--- config.mk ---
export PLATFORM = sky130hd
export DESIGN_NAME = cdb_arbiter_flat
export DESIGN_NICKNAME = d
export VERILOG_FILES = /design/src/rtl/cdb_pkg.sv /design/src/rtl/cdb_arbiter_if.sv /design/src/rtl/cdb_fifo.sv /design/src/rtl/cdb_arbiter.sv /design/src/flat_wrapper.sv
export SDC_FILE = /design/constraint.sdc
export NUM_CORES = 1
export LEC_CHECK = 0
export ABC_CLOCK_PERIOD_IN_PS = 2700
export CAP_MARGIN = 20
export CORE_ASPECT_RATIO = 0.8
export CORE_UTILIZATION = 45
export DETAILED_ROUTE_END_ITERATION = 7
export PLACE_DENSITY_LB_ADDON = 0.08
export SLEW_MARGIN = 20
export SYNTH_ARGS = -nofsm -noshare
export SYNTH_HDL_FRONTEND = slang
export SYNTH_HIERARCHICAL = 1
export SYNTH_SLANG_ARGS = --single-unit
--- constraint.sdc ---
create_clock -name CLK -period 2.7 [get_ports CLK]
set_input_delay 0.54 -clock CLK [delete_from_list [all_inputs] [get_ports CLK]]
set_output_delay 0.54 -clock CLK [all_outputs]
set_load 0.01 [all_outputs]
--- src/rtl/cdb_pkg.sv ---
// Shared widths, payload type and source encodings for the common data bus
// arbiter and its result FIFOs.
package cdb_pkg;

  localparam int PREG_W = 6;
  localparam int ROB_W  = 6;
  localparam int DATA_W = 32;

  localparam logic SRC_EXE = 1'b0;
  localparam logic SRC_MEM = 1'b1;

  typedef struct packed {
    logic [PREG_W-1:0] map;
    logic [DATA_W-1:0] val;
    logic [ROB_W-1:0]  rob;
  } cdb_entry_t;

endpackage

--- src/rtl/cdb_arbiter_if.sv ---
// Result-source and broadcast bundle of the CDB arbiter. The arbiter takes the
// slave view; the producer/consumer side takes the master view.
interface cdb_arbiter_if;
  import cdb_pkg::*;

  logic              exe_valid;
  logic [PREG_W-1:0] exe_map;
  logic [DATA_W-1:0] exe_val;
  logic [ROB_W-1:0]  exe_rob;
  logic              exe_ready;

  logic              mem_valid;
  logic [PREG_W-1:0] mem_map;
  logic [DATA_W-1:0] mem_val;
  logic [ROB_W-1:0]  mem_rob;
  logic              mem_ready;

  logic              cdb_valid;
  logic [PREG_W-1:0] cdb_map;
  logic [DATA_W-1:0] cdb_val;
  logic [ROB_W-1:0]  cdb_rob;
  logic              cdb_src;

  modport slave (
    input  exe_valid, exe_map, exe_val, exe_rob,
    input  mem_valid, mem_map, mem_val, mem_rob,
    output exe_ready, mem_ready,
    output cdb_valid, cdb_map, cdb_val, cdb_rob, cdb_src
  );

  modport master (
    output exe_valid, exe_map, exe_val, exe_rob,
    output mem_valid, mem_map, mem_val, mem_rob,
    input  exe_ready, mem_ready,
    input  cdb_valid, cdb_map, cdb_val, cdb_rob, cdb_src
  );

endinterface

--- src/rtl/cdb_fifo.sv ---
// Per-source result FIFO: power-of-two depth, wrapping pointers, registered
// occupancy count, head entry visible combinationally.
module cdb_fifo
  import cdb_pkg::*;
#(
  parameter int DEPTH = 4
) (
  input  logic                   CLK,
  input  logic                   RESET,
  input  logic                   flush_i,
  input  logic                   push_i,
  input  cdb_entry_t             data_i,
  input  logic                   pop_i,
  output cdb_entry_t             head_o,
  output logic [$clog2(DEPTH):0] count_o
);

  localparam int AW = $clog2(DEPTH);

  cdb_entry_t       mem_q [DEPTH];
  logic [AW-1:0]    wr_ptr_q;
  logic [AW-1:0]    rd_ptr_q;
  logic [AW:0]      count_q;

  // NOTE: state registers use non-blocking assignments so every flop samples
  // the pre-edge values regardless of statement order.
  always_ff @(posedge CLK or negedge RESET) begin
    if (!RESET) begin
      wr_ptr_q <= '0;
      rd_ptr_q <= '0;
      count_q  <= '0;
    end else if (flush_i) begin
      wr_ptr_q <= '0;
      rd_ptr_q <= '0;
      count_q  <= '0;
    end else begin
      if (push_i) wr_ptr_q <= wr_ptr_q + 1'b1;
      if (pop_i)  rd_ptr_q <= rd_ptr_q + 1'b1;
      if (push_i && !pop_i)      count_q <= count_q + 1'b1;
      else if (!push_i && pop_i) count_q <= count_q - 1'b1;
    end
  end

  // NOTE: storage is deliberately not reset; an entry is only meaningful while
  // count_q covers it, so clearing the array would buy nothing.
  always_ff @(posedge CLK) begin
    if (push_i && !flush_i) mem_q[wr_ptr_q] <= data_i;
  end

  assign head_o  = mem_q[rd_ptr_q];
  assign count_o = count_q;

endmodule

--- src/rtl/cdb_arbiter.sv ---
// Common data bus arbiter: EXE and MEM result FIFOs, MEM-priority arbitration
// with EXE starvation override, registered broadcast. CDB_BYPASS_EN lets a push
// into an empty FIFO compete in the same cycle.
module cdb_arbiter
  import cdb_pkg::*;
#(
  parameter int DEPTH        = 4,
  parameter int STARVE_LIMIT = 3
) (
  input  logic           CLK,
  input  logic           RESET,
  input  logic           STALL,
  input  logic           FLUSH,
  cdb_arbiter_if.slave   bus
);

  localparam int CW = $clog2(DEPTH) + 1;
  localparam int SW = (STARVE_LIMIT < 1) ? 1 : $clog2(STARVE_LIMIT + 1);
  localparam logic [CW-1:0] FIFO_FULL  = CW'(DEPTH);
  localparam logic [SW-1:0] STARVE_MAX = SW'(STARVE_LIMIT);

  cdb_entry_t    exe_in, mem_in, exe_head, mem_head, exe_cand, mem_cand;
  logic [CW-1:0] exe_count, mem_count;
  logic          exe_rdy, mem_rdy, exe_acc, mem_acc;
  logic          exe_byp, mem_byp, exe_has, mem_has;
  logic          exe_gnt, mem_gnt, exe_push, mem_push, exe_pop, mem_pop;

  logic [SW-1:0] starve_q, starve_d;
  cdb_entry_t    cdb_q, cdb_d;
  logic          cdb_valid_q, cdb_valid_d;
  logic          cdb_src_q, cdb_src_d;

  assign exe_in = cdb_entry_t'{map: bus.exe_map, val: bus.exe_val, rob: bus.exe_rob};
  assign mem_in = cdb_entry_t'{map: bus.mem_map, val: bus.mem_val, rob: bus.mem_rob};

  // Ready depends only on registered occupancy and the pipeline controls.
  assign exe_rdy = RESET && !STALL && !FLUSH && (exe_count < FIFO_FULL);
  assign mem_rdy = RESET && !STALL && !FLUSH && (mem_count < FIFO_FULL);
  assign bus.exe_ready = exe_rdy;
  assign bus.mem_ready = mem_rdy;

  // Results for physical register 0 are accepted but never stored or sent.
  assign exe_acc = bus.exe_valid && exe_rdy && (bus.exe_map != '0);
  assign mem_acc = bus.mem_valid && mem_rdy && (bus.mem_map != '0);

`ifdef CDB_BYPASS_EN
  assign exe_byp = exe_acc && (exe_count == '0);
  assign mem_byp = mem_acc && (mem_count == '0);
`else
  assign exe_byp = 1'b0;
  assign mem_byp = 1'b0;
`endif

  assign exe_has  = (exe_count != '0) || exe_byp;
  assign mem_has  = (mem_count != '0) || mem_byp;
  assign exe_cand = (exe_count != '0) ? exe_head : exe_in;
  assign mem_cand = (mem_count != '0) ? mem_head : mem_in;

  // NOTE: every always_comb output gets a default first, so no path can leave
  // a signal unassigned and infer a latch.
  always_comb begin
    exe_gnt = 1'b0;
    mem_gnt = 1'b0;
    if (!STALL && !FLUSH) begin
      if (exe_has && mem_has) begin
        if (starve_q == STARVE_MAX) exe_gnt = 1'b1;
        else                        mem_gnt = 1'b1;
      end else if (exe_has) begin
        exe_gnt = 1'b1;
      end else if (mem_has) begin
        mem_gnt = 1'b1;
      end
    end
  end

  // A bypassed winner is broadcast straight away and never written.
  assign exe_push = exe_acc && !(exe_byp && exe_gnt);
  assign mem_push = mem_acc && !(mem_byp && mem_gnt);
  assign exe_pop  = exe_gnt && (exe_count != '0);
  assign mem_pop  = mem_gnt && (mem_count != '0);

  always_comb begin
    starve_d    = starve_q;
    cdb_valid_d = cdb_valid_q;
    cdb_d       = cdb_q;
    cdb_src_d   = cdb_src_q;
    if (FLUSH) begin
      starve_d    = '0;
      cdb_valid_d = 1'b0;
    end else if (!STALL) begin
      if (!exe_has || exe_gnt)      starve_d = '0;
      else if (starve_q != STARVE_MAX) starve_d = starve_q + 1'b1;
      cdb_valid_d = exe_gnt || mem_gnt;
      if (mem_gnt) begin
        cdb_d     = mem_cand;
        cdb_src_d = SRC_MEM;
      end else if (exe_gnt) begin
        cdb_d     = exe_cand;
        cdb_src_d = SRC_EXE;
      end
    end
  end

  always_ff @(posedge CLK or negedge RESET) begin
    if (!RESET) begin
      starve_q    <= '0;
      cdb_valid_q <= 1'b0;
      cdb_q       <= '0;
      cdb_src_q   <= SRC_EXE;
    end else begin
      starve_q    <= starve_d;
      cdb_valid_q <= cdb_valid_d;
      cdb_q       <= cdb_d;
      cdb_src_q   <= cdb_src_d;
    end
  end

  assign bus.cdb_valid = cdb_valid_q;
  assign bus.cdb_map   = cdb_q.map;
  assign bus.cdb_val   = cdb_q.val;
  assign bus.cdb_rob   = cdb_q.rob;
  assign bus.cdb_src   = cdb_src_q;

  cdb_fifo #(.DEPTH(DEPTH)) u_exe_fifo (
    .CLK     (CLK),
    .RESET   (RESET),
    .flush_i (FLUSH),
    .push_i  (exe_push),
    .data_i  (exe_in),
    .pop_i   (exe_pop),
    .head_o  (exe_head),
    .count_o (exe_count)
  );

  cdb_fifo #(.DEPTH(DEPTH)) u_mem_fifo (
    .CLK     (CLK),
    .RESET   (RESET),
    .flush_i (FLUSH),
    .push_i  (mem_push),
    .data_i  (mem_in),
    .pop_i   (mem_pop),
    .head_o  (mem_head),
    .count_o (mem_count)
  );

endmodule

--- src/flat_wrapper.sv ---
// flat-port wrapper written by rule: the top's interface ports become plain ports
module cdb_arbiter_flat import cdb_pkg::*;
#(
  parameter int DEPTH        = 4,
  parameter int STARVE_LIMIT = 3
)
  (CLK, RESET, STALL, FLUSH, bus_exe_valid, bus_exe_map, bus_exe_val, bus_exe_rob, bus_mem_valid, bus_mem_map, bus_mem_val, bus_mem_rob, bus_exe_ready, bus_mem_ready, bus_cdb_valid, bus_cdb_map, bus_cdb_val, bus_cdb_rob, bus_cdb_src);
  cdb_arbiter_if bus_i ();
  input  logic CLK;
  input  logic RESET;
  input  logic STALL;
  input  logic FLUSH;
  input wire logic [$bits(bus_i.exe_valid)-1:0] bus_exe_valid;
  input wire logic [$bits(bus_i.exe_map)-1:0] bus_exe_map;
  input wire logic [$bits(bus_i.exe_val)-1:0] bus_exe_val;
  input wire logic [$bits(bus_i.exe_rob)-1:0] bus_exe_rob;
  input wire logic [$bits(bus_i.mem_valid)-1:0] bus_mem_valid;
  input wire logic [$bits(bus_i.mem_map)-1:0] bus_mem_map;
  input wire logic [$bits(bus_i.mem_val)-1:0] bus_mem_val;
  input wire logic [$bits(bus_i.mem_rob)-1:0] bus_mem_rob;
  output wire logic [$bits(bus_i.exe_ready)-1:0] bus_exe_ready;
  output wire logic [$bits(bus_i.mem_ready)-1:0] bus_mem_ready;
  output wire logic [$bits(bus_i.cdb_valid)-1:0] bus_cdb_valid;
  output wire logic [$bits(bus_i.cdb_map)-1:0] bus_cdb_map;
  output wire logic [$bits(bus_i.cdb_val)-1:0] bus_cdb_val;
  output wire logic [$bits(bus_i.cdb_rob)-1:0] bus_cdb_rob;
  output wire logic [$bits(bus_i.cdb_src)-1:0] bus_cdb_src;
  assign bus_i.exe_valid = bus_exe_valid;
  assign bus_i.exe_map = bus_exe_map;
  assign bus_i.exe_val = bus_exe_val;
  assign bus_i.exe_rob = bus_exe_rob;
  assign bus_i.mem_valid = bus_mem_valid;
  assign bus_i.mem_map = bus_mem_map;
  assign bus_i.mem_val = bus_mem_val;
  assign bus_i.mem_rob = bus_mem_rob;
  assign bus_exe_ready = bus_i.exe_ready;
  assign bus_mem_ready = bus_i.mem_ready;
  assign bus_cdb_valid = bus_i.cdb_valid;
  assign bus_cdb_map = bus_i.cdb_map;
  assign bus_cdb_val = bus_i.cdb_val;
  assign bus_cdb_rob = bus_i.cdb_rob;
  assign bus_cdb_src = bus_i.cdb_src;
  cdb_arbiter #(.DEPTH(DEPTH), .STARVE_LIMIT(STARVE_LIMIT)) u_core (.CLK(CLK), .RESET(RESET), .STALL(STALL), .FLUSH(FLUSH), .bus(bus_i));
endmodule
After elaboration in Yosys (flattened, before gate mapping)
Memory sizes are Yosys's and may differ from the RTL's.
Index checks and enable logic that the tools add are counted.

storage, ports and cells
  register bits = 62
  bits in writable memories = 352
  bits of input ports = 94
  output and inout port bits = 48
  word-level logic and storage cells = 110
  memories kept = 2

operators by class
  add/sub/neg operators = 9
  order comparisons = 2
  equal/unequal tests = 3
  multiplexer cells = 39
  bitwise operators = 2
  reduce and logical (&&, ||, !) cells = 41

memories
  memory                   words  width  rd ports  clocked after Yosys merged registers in  write ports  RTL line        text
  u_core.u_exe_fifo.mem_q  4      44     1         0                                        1            cdb_fifo.sv:20  cdb_entry_t mem_q [DEPTH];
  u_core.u_mem_fifo.mem_q  4      44     1         0                                        1            cdb_fifo.sv:20

operators by type and width
  kind                 number
  $mux 44              4
  $mux 2               12
  $logic_and 1x1->1    18
  $mux 3               6
  $mux 1               17
  $reduce_bool 3->1    5
  $reduce_bool 6->1    2
  $add 2x1->2 const B  5
  $reduce_bool 2->1    5
  $logic_not 1->1      7
  $add 3x1->3 const B  2
  $lt 3x3->1 const B   2
  $sub 3x1->3 const B  2
  $reduce_and 3->1     1
  $eq 2x2->1 const B   1
  $logic_or 1x1->1     2
  $ne 2x1->1 const B   1
  $ne 2x2->1 const B   1
  $not 1->1            2
  $reduce_and 2->1     1

Depth between registers and ports, before layout
Gate-level depths: netlist (run 1).

  word-level depth = 11
  gate-level depth with buffers = 10
  gate-level depth less buffers = 8

By module
The synthesis (run 1) kept the hierarchy.

modules (own cells, without submodules)
  module       times used  cells an instance  area an instance (µm²)  sequential area each (µm²)
  cdb_fifo     2           273                6842.8                  5460.2
  cdb_arbiter  1           263                2416.1                  1201.2

Worst setup path after synthesis (run 1)
OpenSTA, ideal clock, no wires.

  path kind = input to register
  start point = input port FLUSH
  end point = memory u_core/u_mem_fifo/mem_q[0][0] (netlist name), enable pin
  setup time = 0.406 ns
  arrival = 2.801 ns
  data required time = 2.294 ns
  path slack = -0.507 ns
  cell stages on the path = 5
  path buffers = 1
  path through = nor4b_1 o311a_1 buf_2 nor2b_1 and2_1

between the ends
  longest elaborated chain between the ends = 8

ends and longest elaborated chain
  what                            RTL line            text
  start, declared                 flat_wrapper.sv:12  input logic FLUSH;
  $logic_not 1->1                 cdb_arbiter.sv:38   assign mem_rdy = RESET && !STALL && !FLUSH && (mem_count < FIFO_FULL);
  $logic_and 1x1->1 (2 in a row)  cdb_arbiter.sv:38
  $logic_and 1x1->1 (2 in a row)  cdb_arbiter.sv:44   assign mem_acc = bus.mem_valid && mem_rdy && (bus.mem_map != '0);
  via u_core.mem_acc              cdb_arbiter.sv:24   logic exe_rdy, mem_rdy, exe_acc, mem_acc;
  $logic_and 1x1->1               cdb_fifo.sv:47      if (push_i && !flush_i) mem_q[wr_ptr_q] <= data_i;
  $mux 1                          cdb_fifo.sv:47
  $mux 1 (implied by the code)    cdb_fifo.sv:47
  end, declared                   cdb_fifo.sv:20

The timed path passes the listed nets, and every way through them passes these cells.

Final worst setup path (run 1)
  start point = input port bus_mem_map[1]
  end point = register u_core.u_mem_fifo.count_q[2], in the netlist u_core/u_mem_fifo/count_o[2]

between the ends
  longest elaborated chain between the ends = 5
  elaborated cells on any way between the ends = 8
  those cells by class = 2 x mux; 6 x reduce/logical

ends and longest elaborated chain
  what                                                         RTL line                        text
  start, declared                                              flat_wrapper.sv:18              input wire logic [$bits(bus_i.mem_map)-1:0] bus_mem_map;
  $reduce_bool 6->1 (*)                                        cdb_arbiter.sv:44
  $logic_and 1x1->1 (*)                                        cdb_arbiter.sv:44
  via u_core.mem_acc                                           cdb_arbiter.sv:24
  $logic_and 1x1->1 / $logic_not 1->1 (equally long branches)  cdb_fifo.sv:39, cdb_fifo.sv:40
  $mux 3 / $logic_and 1x1->1 (equally long branches)           cdb_fifo.sv:39, cdb_fifo.sv:40
  $mux 3 / $reduce_bool 3->1 (equally long branches)           --
  end signal, assigned                                         cdb_fifo.sv:39                  if (push_i && !pop_i) count_q <= count_q + 1'b1;
  end signal, assigned                                         cdb_fifo.sv:40                  else if (!push_i && pop_i) count_q <= count_q - 1'b1;
  end, declared                                                cdb_fifo.sv:23                  logic [AW:0] count_q;

The timed path passes the listed nets; every way through them passes the cells marked *.
A chain may end at the register's enable or synchronous reset.

==> out/results.ini, run 1 <==
[cts]
tritoncts=done
worstSkewPairLatency_ps=550
clockRootBuffer=clkbuf_16
cts_buffer_depth=3
clk_transition_reported_paths_ps=60
cts-buffers-inserted=41
cts.sinks=414
postCtsHoldBufs=0
h-tree-depth=2

[logic_synthesis]
synth.yosys.seq_area_share_pct=75.28
synthCells=809
ys.flop_type=edfxtp_1
ys_types=33
syn_avg_cell_area_um2=19.90
ys_ff_latch=414
synth_edf_count=352
syn_nets=914
async_flop_share_pct=14.98
yosysWarnings=6
synth_area_mm2=0.01610

[global_routing]
grt-ovfl-total=0
grtUsageTotal_pct=19.15
grt_max_degree=63
antenna_found_initial=0
grt_pass1_vias=8031
grt_pass1_wl_mm=50.40

[worst_setup_path]
cp_max_fo=5
required_ps=3140
end_kind=register
critPathKind=input port to register
r2r_cells=8
worstPathArrival_ps=3050
start_kind=input port

[timing]
slew_headroom_pct=45.37
rsz0062_at_grt=false
fin_skew_ps=19.44
finalSetupTns_ps=0
finalMaxSlewViolations=0
tightest_slew_ps=819.5
finalCriticalPeriod_ps=2609
finalWorstSetupSlack_ps=90.64
hold_violations=0
fin_crit_sh_pct=96.64
finalSetupViolCount=0
fmax_mhz=383.2

[place]
portBuffers=141
dpl_worst_slack_ps=-489.3
gp_congestion=0.7651
place_area_mm2=0.01843
hpwl_mm=22.96

[power_and_ir_drop]
finalPower_mw=15.28
power.density_mw_per_mm2=769.8
leakagePower_nw=7.136
irDropWorstVdd_v=0.0003114

[floorplan]
core.rowCount=61
coreArea_mm2=0.03496
die_area_mm2=0.03655
pin_count=142
die_w_um=213.5
initial_core_util_pct=46.06
die_h_um=171.2

[finish]
layout.nets=1117
n_antenna_cell=0
fin_area_mm2=0.01985
layout-drive-gt1-share_pct=20.61
final_util_pct=56.79
syn2layout_area_growth_pct=23.28

[route]
detail_route.wl_per_cell_um=22.52
drtIter0Drc=704
ant_nets=0
drc=0
drtPass1Iterations=8
route.vias.total=8003
vias_per_cell=5.283
totalWireLength_mm=34.12

[worst_hold_path]
hold_class=input port to asynchronous set/reset pin

[job]
maxCapViolCount=0

[status]
status=completed

-- cells in the mapped netlist (4+ instances only) --
cell,instances,area (µm²)
edfxtp_1,352,10570
inv_1,142,533.0
mux4_2,76,1712
dfrtp_1,62,1551
a222oi_1,44,440.4
buf_2,15,75.07
nor2_1,13,48.80
mux4_1,12,315.3
clkbuf_1,9,33.78
ha_1,9,112.6
and2_1,8,50.05
buf_12,8,160.2
buf_6,6,67.56
nand2_1,6,22.52
xnor2_1,6,52.55
nor2b_1,5,31.28
nor3_1,4,20.02
nor3b_1,4,30.03
o21ai_0,4,20.02
xor2_1,4,35.03
-- sequential cells by signal (all words and copies together), names as in the netlist --
signal,cells
u_core/u_exe_fifo/mem_q,176
u_core/u_mem_fifo/mem_q,176
u_core/bus.cdb_val,32
u_core/bus.cdb_map,6
u_core/bus.cdb_rob,6
u_core/u_exe_fifo/count_o,3
u_core/u_mem_fifo/count_o,3
u_core/starve_q,2
u_core/u_exe_fifo/rd_ptr_q,2
u_core/u_exe_fifo/wr_ptr_q,2
u_core/u_mem_fifo/rd_ptr_q,2
u_core/u_mem_fifo/wr_ptr_q,2
u_core/bus.cdb_src,1
u_core/bus.cdb_valid,1
-- timing repair --
item | CTS | global route
pin swaps | 1 | 0
endpoints found under the hold margin | 0 | 0
gates resized for setup | 6 | 3
setup buffers | 2 | 0
endpoints found under the setup margin | 1 | 2
-- kinds of logic after synthesis --
kind of cell | after synthesis | synth area share (%)
XOR/XNOR | 10 | 0.5439
adder cells (fa/ha/maj) | 11 | 0.9480
AND/OR/NAND/NOR | 48 | 1.702
multiplexers | 90 | 12.71
AO/OA/AOI/OAI | 56 | 3.411
buffers and inverters | 180 | 5.400
flip-flops | 414 | 75.28
-- final timing paths --
kind / from / endpoint / slack, ps
setup / recovery: bus_mem_map[1] / u_core/u_mem_fifo/count_o[2]$_DFFE_PN0P_ / 90
hold / removal: RESET / u_core/bus.cdb_map[1]$_DFFE_PN0P_ / 310
setup reg to reg: u_core/u_mem_fifo/count_o[2]$_DFFE_PN0P_ / u_core/u_exe_fifo/count_o[2]$_DFFE_PN0P_ / 250
hold reg to reg: u_core/bus.cdb_src$_DFFE_PN0P_ / u_core/bus.cdb_src$_DFFE_PN0P_ / 480
max in group asynchronous: RESET / u_core/u_exe_fifo/rd_ptr_q[1]$_DFFE_PN0P_ / 1810
min in group CLK: u_core/bus.cdb_src$_DFFE_PN0P_ / u_core/bus.cdb_src$_DFFE_PN0P_ / 480
-- metrics by stage --
stage	std cells	hold WS [ps]
after floorplan	809	244.4
after CTS	1515	356.2
final	1515	311.3
after global routing	1515	390.7
after detailed placement	1439	469.2
after global placement	1439	465.9
-- where the power goes --
group	internal, mW	total, mW	switching [mW]
registers	7.29	7.55	0.259
logic	1.07	1.95	0.877
clock network	3.45	5.78	2.33
total	11.8	15.3	3.47
-- per-layer routing --
metal | up-vias | global-route usage [%] | share of wire (%)
li1 | 3570 | - | -
met1 | 4177 | 30.82 | 49
met2 | 213 | 26.78 | 44
met3 | 43 | 3.159 | 5.0
met4 | 0 | 5.373 | 1.8
met5 | - | 0 | 0
-- worst max-delay path, cell delays in order --
cell,delay (ps)
clkdlybuf4s50_1,480
or4_4,570
o311a_1,360
nor2b_1,160
fa_1,400
and3b_1,210
o21ai_0,140
nor3b_1,190
-- layout by cell type (no fill, tap or decap), types with 9 or more instances in the layout --
| cell type | instances |
|---|---|
| a222oi_1 | 44 |
| buf_12 | 19 |
| buf_4 | 38 |
| clkbuf_16 | 43 |
| clkdlybuf4s50_1 | 137 |
| dfrtp_1 | 57 |
| edfxtp_1 | 352 |
| ha_1 | 9 |
| inv_1 | 142 |
| mux4_1 | 12 |
| mux4_2 | 76 |
| nor2_1 | 13 |
-- cell type report --
class / count / area [µm²]
clock inverter: 23 / 254.0
timing repair buffer: 198 / 2068
tap: 472 / 590.6
sequential: 414 / 12130
fill: 2742 / 15110
clock buffer: 51 / 1126
inverter: 142 / 533.0
multi-input combinational: 215 / 3151
Note: power is estimated with default switching activity, not from simulation.
==> inputs of run 2 (changes only) <==
--- a/config.mk
+++ b/config.mk
@@ -5,7 +5,7 @@
 export SDC_FILE = /design/constraint.sdc
 export NUM_CORES = 1
 export LEC_CHECK = 0
-export ABC_CLOCK_PERIOD_IN_PS = 2700
+export ABC_CLOCK_PERIOD_IN_PS = 2600
 export CAP_MARGIN = 20
 export CORE_ASPECT_RATIO = 0.8
 export CORE_UTILIZATION = 45
==> constraint.sdc (replaced) <==
create_clock -name CLK -period 2.6 [get_ports CLK]
set_input_delay 0.52 -clock CLK [delete_from_list [all_inputs] [get_ports CLK]]
set_output_delay 0.52 -clock CLK [all_outputs]
set_load 0.01 [all_outputs]
==> out/results.ini, run 2 (synthesis gave the netlist of run 1 again) <==
[worst_setup_path]
r2r_cells=7
critPathKind=input port to register
worstPathArrival_ps=2960
cp-startpoint=bus_exe_map[1]
end_kind=register
reg2reg_from=u_core/u_mem_fifo/count_o[2]$_DFFE_PN0P_
required_ps=3050
cp_max_fo=3
r2r_setup_slack_ps=170
cp-endpoint=u_core/u_exe_fifo/count_o[2]$_DFFE_PN0P_
start_kind=input port
r2r-end=u_core/u_exe_fifo/count_o[2]$_DFFE_PN0P_

[place]
portBuffers=141
hpwl_mm=22.78
dpl_worst_slack_ps=-594.7
gp_congestion=0.7621
placedCellCount=1436
place_area_mm2=0.01842

[route]
drtIter0Drc=746
route.vias.total=7955
totalWireLength_mm=34.25
drc=0
vias_per_cell=5.272
ant_nets=0
detail_route.wl_per_cell_um=22.70
drtPass1Iterations=8

[cts]
tritoncts=done
cts_setup_buffers=0
clockRootBuffer=clkbuf_16
cts-buffers-inserted=41
clk_transition_reported_paths_ps=60
worstSkewPairLatency_ps=540
cts_buffer_depth=3
h-tree-depth=2
cts.sinks=414

[timing]
fin_skew_ps=16.23
finalWorstSetupSlack_ps=82.98
fmax_mhz=397.3
fin_crit_sh_pct=96.81
whs_ps=310.5
finalSetupViolCount=0
finalMaxSlewViolations=0
tightest_slew_ps=850.1
hold_violations=0
finalSetupTns_ps=0
slew_headroom_pct=43.33
finalCriticalPeriod_ps=2517

[floorplan]
coreArea_mm2=0.03496
initial_core_util_pct=46.06
die_h_um=171.2
die_area_mm2=0.03655
pin_count=142
core.rowCount=61
die_w_um=213.5

[finish]
layout_common_cells=352 x edfxtp_1, 142 x inv_1, 136 x clkdlybuf4s50_1
n_antenna_cell=0
final_common_cell=edfxtp_1
layout-drive-gt1-share_pct=20.15
fin_area_mm2=0.01975
syn2layout_area_growth_pct=22.64
layout.nets=1112
final_util_pct=56.49
final_cells=1509

[power_and_ir_drop]
irDropWorstVdd_v=0.0003439
finalPower_mw=15.46
power.density_mw_per_mm2=783.2
leakagePower_nw=7.100

[global_routing]
grt-ovfl-total=0
grt_pass1_vias=8004
grt_pass1_wl_mm=51.54
grt_max_degree=63
antenna_found_initial=0
grtUsageTotal_pct=19.47

[job]
maxCapViolCount=0

[worst_hold_path]
hold_class=input port to asynchronous set/reset pin

[status]
status=completed

-- run 2: cell count changes in the layout (fill, tap and decap cells not counted), sizes merged --
cell / before / now
dlygate4sd2: 3 / 2
clkbuf: 51 / 55
clkdlybuf4s50: 137 / 136
inv: 144 / 143
dlymetal6s2s: 0 / 2
bufinv: 5 / 2
clkinv: 14 / 15
buf: 58 / 53
clkinvlp: 2 / 0
-- run 2: area by class of cell --
type,count,area (µm²)
Fill cell,2776,15210
Multi-Input combinational cell,215,3191
Timing Repair Buffer,193,2049
Sequential cell,414,12130
Inverter,142,533.0
Clock inverter,18,133.9
Clock buffer,55,1121
Tap cell,472,590.6
-- run 2: worst max-delay path, cell delays in order --
cell and delay [ps]:
clkdlybuf4s50_1 420, or4_1 550, o311a_4 360, nor2b_1 150, fa_2 370, and3b_1 210, o21ai_0 170, nor3b_2 210
-- run 2: worst min-delay path by stage --
stage / to / cells past startpoint / slack [ps] / from
floorplan: u_core/bus.cdb_map[0]$_DFFE_PN0P_ / 0 / 220 / RESET
global placement: u_core/bus.cdb_src$_DFFE_PN0P_ / 1 / 470 / u_core/bus.cdb_src$_DFFE_PN0P_
detailed placement: u_core/bus.cdb_src$_DFFE_PN0P_ / 1 / 470 / u_core/bus.cdb_src$_DFFE_PN0P_
CTS: u_core/bus.cdb_rob[0]$_DFFE_PN0P_ / 2 / 340 / RESET
global route: u_core/u_mem_fifo/mem_q[3][39]$_DFFE_PP_ / 1 / 350 / bus_mem_map[1]
finish: u_core/bus.cdb_map[0]$_DFFE_PN0P_ / 2 / 310 / RESET
-- run 2: timing repair --
item | 4_1_cts | 5_1_grt
hold buffers | 0 | 0
setup endpoints to repair | 4 | 3
pin swaps | 0 | 1
gates cloned | 0 | 0
resized for setup | 8 | 9
-- run 2: power breakdown --
part / internal, mW / leakage [nW] / total (mW) / switching, mW
Clock: 3.22 / 0.617 / 5.59 / 2.37
Combinational: 1.12 / 2.60 / 2.03 / 0.911
Sequential: 7.57 / 3.88 / 7.84 / 0.273
-- run 2: layer usage --
layer	vias up	global-route usage (%)	share of wire, %
met5	-	0	0
met4	0	4.845	1.6
met3	43	3.524	5.8
met2	217	26.43	43
met1	4136	32.12	50
li1	3559	-	-
==> RTL edit: new RTL, flow settings as in run 1 <==
The option `CDB_BYPASS_EN` is turned on by a define.
--- a/src/rtl/cdb_arbiter.sv
+++ b/src/rtl/cdb_arbiter.sv
@@ -1,6 +1,8 @@
 // Common data bus arbiter: EXE and MEM result FIFOs, MEM-priority arbitration
 // with EXE starvation override, registered broadcast. CDB_BYPASS_EN lets a push
 // into an empty FIFO compete in the same cycle.
+`define CDB_BYPASS_EN
+
 module cdb_arbiter
   import cdb_pkg::*;
 #(
Behaviour: not the same (Yosys sat finds a counterexample within 4 cycles, from zero or initial values and one cycle with RESET low).
==> RTL edit against run 1 <==
Area after synthesis rose by 9.2%. Cell area rose by 9.2%. Sequential cell count did not move. Via count rose by 24%. Global-route usage rose by 1.7 points. Power fell by 1.2%. Wire length rose by 19%. Register-to-register slack got worse by 190 ps. Worst setup slack got worse by 28 ps.
==> RTL edit: results (changes against run 1) <==
Run status
  • Status: completed

Layout
  • Layout Nets: 1379 (+23%)
  • Layout cell share with drive strength beyond 1: 23.6% (+3.0 points)
  • Post-Layout Cell Count: 1799 (+19%)
  • Post-layout util: 56.5% (-0.28 points)
  • FILL cells: 3028 (+10%)

Place
  • Area of placed instances: 20200 µm² (+9.6%)
  • Dpl cells: 1721 (+20%)
  • Pre-CTS WS: -766 ps (-276 ps)
  • RePlAce Congestion: 0.755 (-1.3%)
  • Placed wire-length estimate: 26.0 mm (+13%)

Global routing
  • Total Routing Usage GR: 20.8% (+1.7 points)
  • First-pass GRT wire length: 61.5 mm (+22%)
  • Initial antenna violation count: 1 (+1)
  • Vias in the first global route: 10000 (+25%)
  • Largest net degree at the start of global routing: 65 (+3.2%)

Drt
  • Initial DRC count: 770 (+9.4%)
  • Via count: 9941 (+24%)
  • Routed wire per std cell: 22.6 µm (+0.26%)
  • Drt pass-1 iters: 5 (-3)

Clock network
  • Num CTS Buffers: 42 (+2.4%)
  • Clock Pin Slew Worst Setup and Hold Paths: 60 ps (about the same)
  • Max Root-Sink Buffers: 3 (unchanged)
  • # hold bufs at CTS: 1 (+1)
  • PostCTS Resize Cnt: 18 (+12)
  • Clock Latency Late Sink: ~540 ps

Worst setup path
  • Crit path max-delay cell type: dfrtp_1
  • Crit-path max cell delay: 430 ps (-140 ps)
  • CP delay by family, top: simple AND/OR/NAND/NOR gates
  • Critical-path maximum fanout: 3 (-2)
  • CP Data Arrival Time: 3040 ps (about the same)

Yosys
  • Syn Nets: 1174 (+28%)
  • Yosys warning total: 6 (unchanged)
  • Yosys cell types: 39 (+18%)
  • Synth top area cells: edfxtp_1 60%, mux4_2 9.7%, dfrtp_1 8.8%
  • Fraction of registers with async set/reset: 15.0% (unchanged)
  • Synth Area in Compound Gates: 7.13% (+3.7 points)
  • Post-synthesis mux area share: 11.6% (-1.1 points)
  • Adder-cell area share of the yosys netlist: 0.868% (-0.080 points)
  • Syn_area_per_cell: 16.5 µm² (-17%)
  • Post-synth top cells: 352 x edfxtp_1, 139 x nand2_1, 102 x nor2_1
  • Number of flops mapped to enable cells by yosys: 352 (unchanged)
  • Post-synthesis sequential area ratio: 68.9% (-6.4 points)
  • Post-synthesis xor/xnor area fraction: 0.498% (-0.046 points)

Timing
  • Setup_tns: 0 ps (unchanged)
  • Clock skew: 17.6 ps (-1.83 ps)
  • Worst slew margin: 45.0% (-0.32 points)

Power and ir drop
  • Leakage Power: 7.26 nW (+1.8%)
  • Max VDD drop: 0.000398 V (+28%)
## RTL edit: cell types whose count changed after synthesis, moves of 5 or more
cell	delta
buf_2	+5
inv_1	-134
clkbuf_1	+21
a211oi_2	+40
buf_4	+6
nor2b_1	+44
o32ai_1	+44
a211oi_1	+5
nor2_1	+89
nand2_1	+133
o21ai_0	+40
a222oi_1	-44
## RTL edit: layout make-up
cell class | instances | share of cell area (%)
Timing Repair Buffer | 233 | 11.1
Clock inverter | 19 | 1.13
Inverter | 8 | 0.139
Sequential cell | 414 | 55.9
Clock buffer | 55 | 5.22
Multi-Input combinational cell | 575 | 23.7
Tap cell | 495 | 2.86
## RTL edit: metal layers
layer  part of all wire [%]  vias up  wire, µm  GRT usage [%]
li1                       -     4547         -              -
met1                     44     5118     18000           29.2
met2                     50      235     20300           34.9
met3                    4.1       41      1660           2.82
met4                    1.5        0       610           4.71
met5                      0        -         0              0
## RTL edit: final timing paths
check,from,slack [ps],end,cells after the start
worst min register to register,u_core/starve_q[0],480,u_core/starve_q[0],1
max in group asynchronous,RESET,1840,u_core/u_exe_fifo/rd_ptr_q[0],2
worst min-delay path,RESET,270,u_core/bus.cdb_val[8],2
min in group CLK,bus_exe_map[0],360,u_core/u_exe_fifo/mem_q[1][38],2
worst max register to register,u_core/u_mem_fifo/count_o[2],60,u_core/u_mem_fifo/count_o[2],11
worst max-delay path,u_core/u_mem_fifo/count_o[2],60,u_core/u_mem_fifo/count_o[2],11
## RTL edit: power breakdown
| part | switching, W | total (W) | internal (W) |
|---|---|---|---|
| Combinational | 0.000860 | 0.00181 | 0.000953 |
| Sequential | 0.000210 | 0.00743 | 0.00722 |
| Clock | 0.00234 | 0.00586 | 0.00352 |
| Total | 0.00341 | 0.0151 | 0.0117 |
